`config.mk`:
```
export PLATFORM = sky130hd
export DESIGN_NAME = arrayadd_ctrl
export DESIGN_NICKNAME = d
export VERILOG_FILES = /design/src/rtl/arrayadd_pkg.sv /design/src/rtl/arrayadd_skid.sv /design/src/rtl/arrayadd_ctrl.sv
export SDC_FILE = /design/constraint.sdc
export NUM_CORES = 1
export LEC_CHECK = 0
export ABC_AREA = 1
export CAP_MARGIN = 10
export CORE_MARGIN = 2
export CORE_UTILIZATION = 25
export DETAILED_ROUTE_END_ITERATION = 10
export GPL_ROUTABILITY_DRIVEN = 1
export PLACE_DENSITY = 0.5
export SETUP_SLACK_MARGIN = 0.3
export SYNTH_ARGS = -nofsm -noshare
export SYNTH_HDL_FRONTEND = slang
export SYNTH_HIERARCHICAL = 1
export SYNTH_SLANG_ARGS = --single-unit
```
`constraint.sdc`:
```
create_clock -name clk -period 3.05 [get_ports clk]
set_clock_uncertainty 0.2 [all_clocks]
set_input_delay 0.4575 -clock clk [delete_from_list [all_inputs] [get_ports clk]]
set_output_delay 0.4575 -clock clk [all_outputs]
set_load 0.1 [all_outputs]
```
`src/rtl/arrayadd_pkg.sv`:
```
// Shared types and constants for the array-add job controller.
// The optional running-total output is enabled by ARRAYADD_TOTAL_EN.
package arrayadd_pkg;
    typedef enum logic [1:0] {IDLE, RUN, DRAIN, DONE} state_t;

    localparam int ADDR_W_DEF  = 8;
    localparam int DATA_W_DEF  = 32;
    localparam int SKID_DEPTH  = 2;
    localparam int CNT_W       = 2;
    localparam int TOTAL_W_DEF = DATA_W_DEF + ADDR_W_DEF + 2;

    function automatic int total_w(input int data_w, input int addr_w);
        return data_w + addr_w + 2;
    endfunction
endpackage

```
`src/rtl/arrayadd_skid.sv`:
```
// Two-entry in-order valid/ready buffer; exports its fill count so the
// controller can limit reads in flight to the free space.
module arrayadd_skid
    import arrayadd_pkg::*;
#(
    parameter int W = 34
) (
    input  logic             clk,
    input  logic             rst_n,
    input  logic             in_valid,
    input  logic [W-1:0]     in_data,
    output logic             out_valid,
    input  logic             out_ready,
    output logic [W-1:0]     out_data,
    output logic [CNT_W-1:0] count
);
    logic [W-1:0] entry [SKID_DEPTH];
    logic         pop;
    logic         wr_hi;

    assign pop       = out_valid & out_ready;
    assign out_valid = (count != '0);
    assign out_data  = entry[0];
    // Slot for an incoming word is computed after this cycle's pop shifts the queue.
    assign wr_hi     = ((count - CNT_W'(pop)) == CNT_W'(1));

    always_ff @(posedge clk or negedge rst_n) begin
        if (!rst_n) begin
            for (int i = 0; i < SKID_DEPTH; i++) entry[i] <= '0;
            count <= '0;
        end else begin
            if (pop) begin
                for (int i = 0; i < SKID_DEPTH - 1; i++) entry[i] <= entry[i+1];
            end
            if (in_valid) entry[wr_hi] <= in_data;
            count <= count + CNT_W'(in_valid) - CNT_W'(pop);
        end
    end
endmodule

```
`src/rtl/arrayadd_ctrl.sv`:
```
// Job controller: reads paired operands from A/B memories, adds them and
// streams sums out. Define ARRAYADD_TOTAL_EN to add the out_total accumulator.
module arrayadd_ctrl
    import arrayadd_pkg::*;
#(
    parameter int ADDR_W = ADDR_W_DEF,
    parameter int DATA_W = DATA_W_DEF
) (
    input  logic              clk,
    input  logic              rst_n,
    input  logic              cmd_valid,
    output logic              cmd_ready,
    input  logic [ADDR_W-1:0] cmd_base,
    input  logic [ADDR_W:0]   cmd_len,
    output logic              mem_rd_en,
    output logic [ADDR_W-1:0] mem_addr,
    input  logic [DATA_W-1:0] mem_a_rdata,
    input  logic [DATA_W-1:0] mem_b_rdata,
    output logic              out_valid,
    input  logic              out_ready,
    output logic [DATA_W-1:0] out_sum,
    output logic              out_carry,
    output logic              out_last,
    output logic              busy,
    output logic              done
`ifdef ARRAYADD_TOTAL_EN
    ,
    output logic [DATA_W+ADDR_W+1:0] out_total
`endif
);
    localparam int PW = DATA_W + 2;
    localparam logic [ADDR_W:0] LEN_ONE = 1;

    state_t            state, state_nxt;
    logic [ADDR_W-1:0] base_q;
    logic [ADDR_W:0]   len_q;
    logic [ADDR_W:0]   idx_q;
    logic              rd_vld_p1;
    logic              rd_last_p1;
    logic              accept;
    logic              pop;
    logic              last_rd;
    logic [CNT_W-1:0]  skid_count;
    logic [CNT_W:0]    occupancy;
    logic [DATA_W:0]   add_p1;
    logic [PW-1:0]     skid_out;

    assign accept   = cmd_valid & cmd_ready;
    assign pop      = out_valid & out_ready;
    assign last_rd  = (idx_q == len_q - LEN_ONE);
    assign mem_addr = base_q + idx_q[ADDR_W-1:0];
    // Words already buffered plus the one still returning from memory, net of this pop.
    assign occupancy = {1'b0, skid_count} + (CNT_W+1)'(rd_vld_p1) - (CNT_W+1)'(pop);

    always_comb begin
        state_nxt = state;
        cmd_ready = 1'b0;
        mem_rd_en = 1'b0;
        busy      = (state != IDLE);
        done      = 1'b0;
        case (state)
            IDLE: begin
                cmd_ready = 1'b1;
                if (cmd_valid) state_nxt = (cmd_len == '0) ? DONE : RUN;
            end
            RUN: begin
                mem_rd_en = (occupancy < (CNT_W+1)'(SKID_DEPTH));
                if (mem_rd_en && last_rd) state_nxt = DRAIN;
            end
            DRAIN: begin
                if (pop && out_last) state_nxt = DONE;
            end
            DONE: begin
                done      = 1'b1;
                state_nxt = IDLE;
            end
            default: state_nxt = IDLE;
        endcase
    end

    always_ff @(posedge clk or negedge rst_n) begin
        if (!rst_n) begin
            state      <= IDLE;
            base_q     <= '0;
            len_q      <= '0;
            idx_q      <= '0;
            rd_vld_p1  <= 1'b0;
            rd_last_p1 <= 1'b0;
        end else begin
            state <= state_nxt;
            if (accept) begin
                base_q <= cmd_base;
                len_q  <= cmd_len;
                idx_q  <= '0;
            end else if (mem_rd_en) begin
                idx_q <= idx_q + LEN_ONE;
            end
            rd_vld_p1  <= mem_rd_en;
            rd_last_p1 <= mem_rd_en & last_rd;
        end
    end

    // p1: memory data valid; sum enters the skid buffer at the end of this cycle
    assign add_p1 = {1'b0, mem_a_rdata} + {1'b0, mem_b_rdata};

    arrayadd_skid #(.W(PW)) u_skid (
        .clk       (clk),
        .rst_n     (rst_n),
        .in_valid  (rd_vld_p1),
        .in_data   ({add_p1, rd_last_p1}),
        .out_valid (out_valid),
        .out_ready (out_ready),
        .out_data  (skid_out),
        .count     (skid_count)
    );

    assign out_carry = skid_out[PW-1];
    assign out_sum   = skid_out[PW-2:1];
    assign out_last  = skid_out[0];

`ifdef ARRAYADD_TOTAL_EN
    localparam int TOTAL_W = total_w(DATA_W, ADDR_W);
    logic [TOTAL_W-1:0] total_q;

    always_ff @(posedge clk or negedge rst_n) begin
        if (!rst_n)      total_q <= '0;
        else if (accept) total_q <= '0;
        else if (pop)    total_q <= total_q + TOTAL_W'({out_carry, out_sum});
    end

    assign out_total = total_q;
`endif
endmodule
```
==> summary.txt <==
Outcome
  – Status: complete, no violations

Logic synthesis
  – Cell count after synthesis: 1091
  – Xor-xnor portion of the synthesized cell area: 3.90%
  – FF+latch count, synth: 100
  – Dominant combinational cell family by area after synthesis: simple AND/OR/NAND/NOR gates
  – Synth Area in Adders: 8.49%
  – Top cell type's share of synthesized area: 32.8%
  – Synth Area in Simple Gates: 35.6%
  – Post-synth ARST share: 100%
  – Mean Syn Cell Area: 7.00 um^2
  – Post-synth EDFFs: 0
  – Synth unique cells: 41
  – Syn Std Cell Area: 7640 um^2
  – Mux share of post-synthesis cell area: 0%
  – Synth Net Count: 1226
  – Synth Area in Compound Gates: 8.14%
  – Synth area leader: dfrtp_1
  – Sequential share of the synthesized area: 32.8%
  – Ranking of synthesized cells by area: dfrtp_1, nand2_1, nand3_1, ha_1, inv_1
  – Synth Flop Type: dfrtp_1
  – Synthesis Warnings: 6

Worst setup path
  – Worst path bufs/invs: 5
  – CP startpoint kind: register
  – Worst path cell trace: inv_2 > nand2_4 > nand2_4 > inv_4 > ha_4 > nor2_4 > fa_2 > inv_2 > nand2_2 > nor2_4 > nand2_4 > clkinvlp_4 > buf_12
  – CP max-delay cell: fa_2
  – CP max stage delay: 530 ps
  – Crit path depth: 13
  – CP Class: register to output pin
  – CP startpoint: u_skid/count[0]
  – Req. time, crit path: 2390 ps
  – R2R depth: 18
  – Arrival time at the worst endpoint: 2320 ps
  – FF-to-FF Start: u_skid/count[0]
  – CP Capture Type: output pin
  – Critical Path Most Common Cell: nand2_4
  – Family with the most delay on the worst path: adder cells
  – Worst reg2reg endpoint: idx_q[8]
  – R2R setup slack: 170 ps
  – Highest net fanout along the worst path: 3

Route
  – Post-route antenna net violation count: 0
  – DRC violations left: 0
  – DR vias/cell: 4.51
  – Pre-antenna DRT Iters: 4
  – Wire length per cell: 14.4 um
  – DR vias: 7160
  – Final WL: 22900 um
  – Starting DRT DRC Count: 395

Layout
  – Antenna diode instance count: 0
  – Fin cells: 1589
  – Final core occ: 32.4%
  – # nets final: 1329
  – Share of layout cells above drive strength 1: 13.9%
  – P&R area growth vs syn: 26.8%

Floorplan
  – Total die area: 32000 um^2
  – Chip Height: 179 um
  – Die Wd: 179 um
  – Row Count: 63
  – Ports: 132
  – Effective utilization at floorplan: 25.6%
  – CORE AREA: 29900 um^2

STA
  – Relative slew slack: 46.9%
  – Slew Limit Fails: 0
  – Setup violations, final: 0
  – Minimum clock period: 2970 ps
  – Hold Fails Final Rpt: 0
  – Upper clock frequency limit: 336 MHz
  – Final worst path period share: 97.5%
  – RSZ-0062 raised after global routing: true
  – Slew at the pin closest to its max-slew limit: 796 ps

GRT
  – Initial antenna violation count: 0
  – Vias in the first global route: 6985
  – Largest net degree at the start of global routing: 72
  – Global-route wire length before repair: 36900 um
  – GRT Overall Usage: 14.7%
  – Remaining global-route overflow: 0

CTS
  – CTS tree: built
  – Clk sinks: 100
  – CTS Buf Count: 9
  – Root cell of the clock tree: clkbuf_16
  – H-tree levels: 3
  – Clk slew on worst S/H paths: 70 ps
  – Clk_lat worst skew: 350 ps
  – Clock buffer depth: 2

Hold path
  – Hold Path Class: register to register
  – Hold depth: 2

Power and ir drop
  – Pwr Density: 1020 nW/um^2
  – Maximum VDD drop: 0.000435 V
  – Lkg Pwr: 4.97 nW

Placement
  – Placed Cells: 1560
  – GPL Wtd Cong: 0.909
  – Post-DP HPWL: 17000 um
  – I/O Buffers: 131

Run
  – Max_cap viols: 0
[power breakdown]
part / total [mW] / leakage [nW] / switching, mW / internal (mW)
clock: 1.26 / 0.150 / 0.533 / 0.725
sequential: 2.30 / 1.27 / 0.409 / 1.89
combinational: 6.32 / 3.55 / 4.54 / 1.79
total: 9.88 / 4.97 / 5.48 / 4.40
[worst register-to-register path, cell delays in order, from the launching register on]
cell,delay (ps)
dfrtp_2,420
inv_2,80
nand2_4,60
nand2_4,60
inv_4,40
ha_4,210
nor2_4,80
fa_2,440
inv_2,60
nand2_2,50
nor2_4,110
nand2_4,80
buf_4,140
buf_6,110
nor2_4,140
nand3_2,120
nor3_2,210
o21ai_1,90
a21oi_1,120
[synthesized netlist by cell type (2+ instances only)]
master	number
a21oi_1	42
nand3_1	136
a21boi_0	2
buf_1	4
nand3_2	5
inv_1	96
o21ai_0	32
nand4_1	12
o211ai_1	2
nor2_2	2
a21o_1	9
and3_1	2
nor2_1	56
fa_1	3
nand2_4	4
a31oi_1	3
buf_4	43
xnor2_1	6
clkbuf_1	8
nor3_1	8
buf_2	5
nand2_2	15
inv_2	3
o21ai_2	2
buf_6	7
ha_1	47
o21bai_1	8
dfrtp_1	100
xor2_1	28
o21a_1	2
nand2_1	389
[timing repair]
action | in CTS | in global routing
hold endpoints to repair | 46 | 0
buffers inserted | 6 | 6
resized for setup | 16 | 27
gates cloned | 0 | 0
hold buffers | 1 | 0
setup endpoints to repair | 5 | 27
pin swaps | 3 | 12
[layout by cell type, fill, tap and decap left out, types with 7 or more instances in the layout]
| cell type | synthesis | layout |
|---|---|---|
| nand2_2 | 15 | 17 |
| a21oi_1 | 42 | 39 |
| nand2_1 | 389 | 384 |
| buf_4 | 43 | 67 |
| dfrtp_1 | 100 | 94 |
| clkbuf_16 | 0 | 9 |
| nor2_1 | 56 | 51 |
| xor2_1 | 28 | 23 |
| o21ai_0 | 32 | 28 |
| nand2_4 | 4 | 7 |
| ha_1 | 47 | 41 |
| inv_1 | 96 | 91 |
| nand3_1 | 136 | 136 |
| nand4_1 | 12 | 12 |
| o21bai_1 | 8 | 8 |
| clkdlybuf4s50_1 | 0 | 82 |
| a21o_1 | 9 | 9 |
| nor3_1 | 8 | 8 |
[cell type report]
type	instances	area, um^2
clock buffers	11	233
clock inverters	5	85.1
fillers	3250	20200
inverters	100	382
multi-input cells	824	4500
flip-flops and latches	100	2510
well taps	390	488
repair buffers	159	1490
[stage by stage]
stage / cell area, um^2 / total power, mW / hold WS (ps) / setup WS, ps / setup TNS (ps)
3_3_place_gp: 9130 / 8.39 / 255 / -72.0 / -99.0
6_report: 9680 / 9.88 / 273 / 77.1 / 0
5_1_grt: 9680 / 10.6 / 293 / -15.7 / -22.9
4_1_cts: 9540 / 9.83 / 276 / 20.5 / 0
3_5_place_dp: 9130 / 8.42 / 259 / -76.5 / -171
2_1_floorplan: 7740 / 7.18 / -38.1 / -100 / -100
[routing by layer]
layer	track usage [%]	vias up	share of wire [%]
met5	0	-	0
met4	4.20	0	1.7
met3	1.40	22	4.1
met2	24.9	160	48
met1	19.9	3302	47
li1	-	3676	-
[cells by family after synthesis]
family                     count (synthesis)
and+or+nand+nor                          634
buffers and inverters                    167
AOI/OAI and AO/OA                        106
DFF                                      100
adders and majority gates                 50
xor gates and xnor gates                  34
[worst max-delay path by stage]
stage | slack, ps | end
floorplan | -100 | mem_addr[6]
global placement | -70 | mem_rd_en
detailed placement | -80 | mem_rd_en
CTS | 20 | mem_rd_en
global route | -20 | idx_q[8]
finish | 80 | mem_rd_en
(Power assumes the default switching activity.)
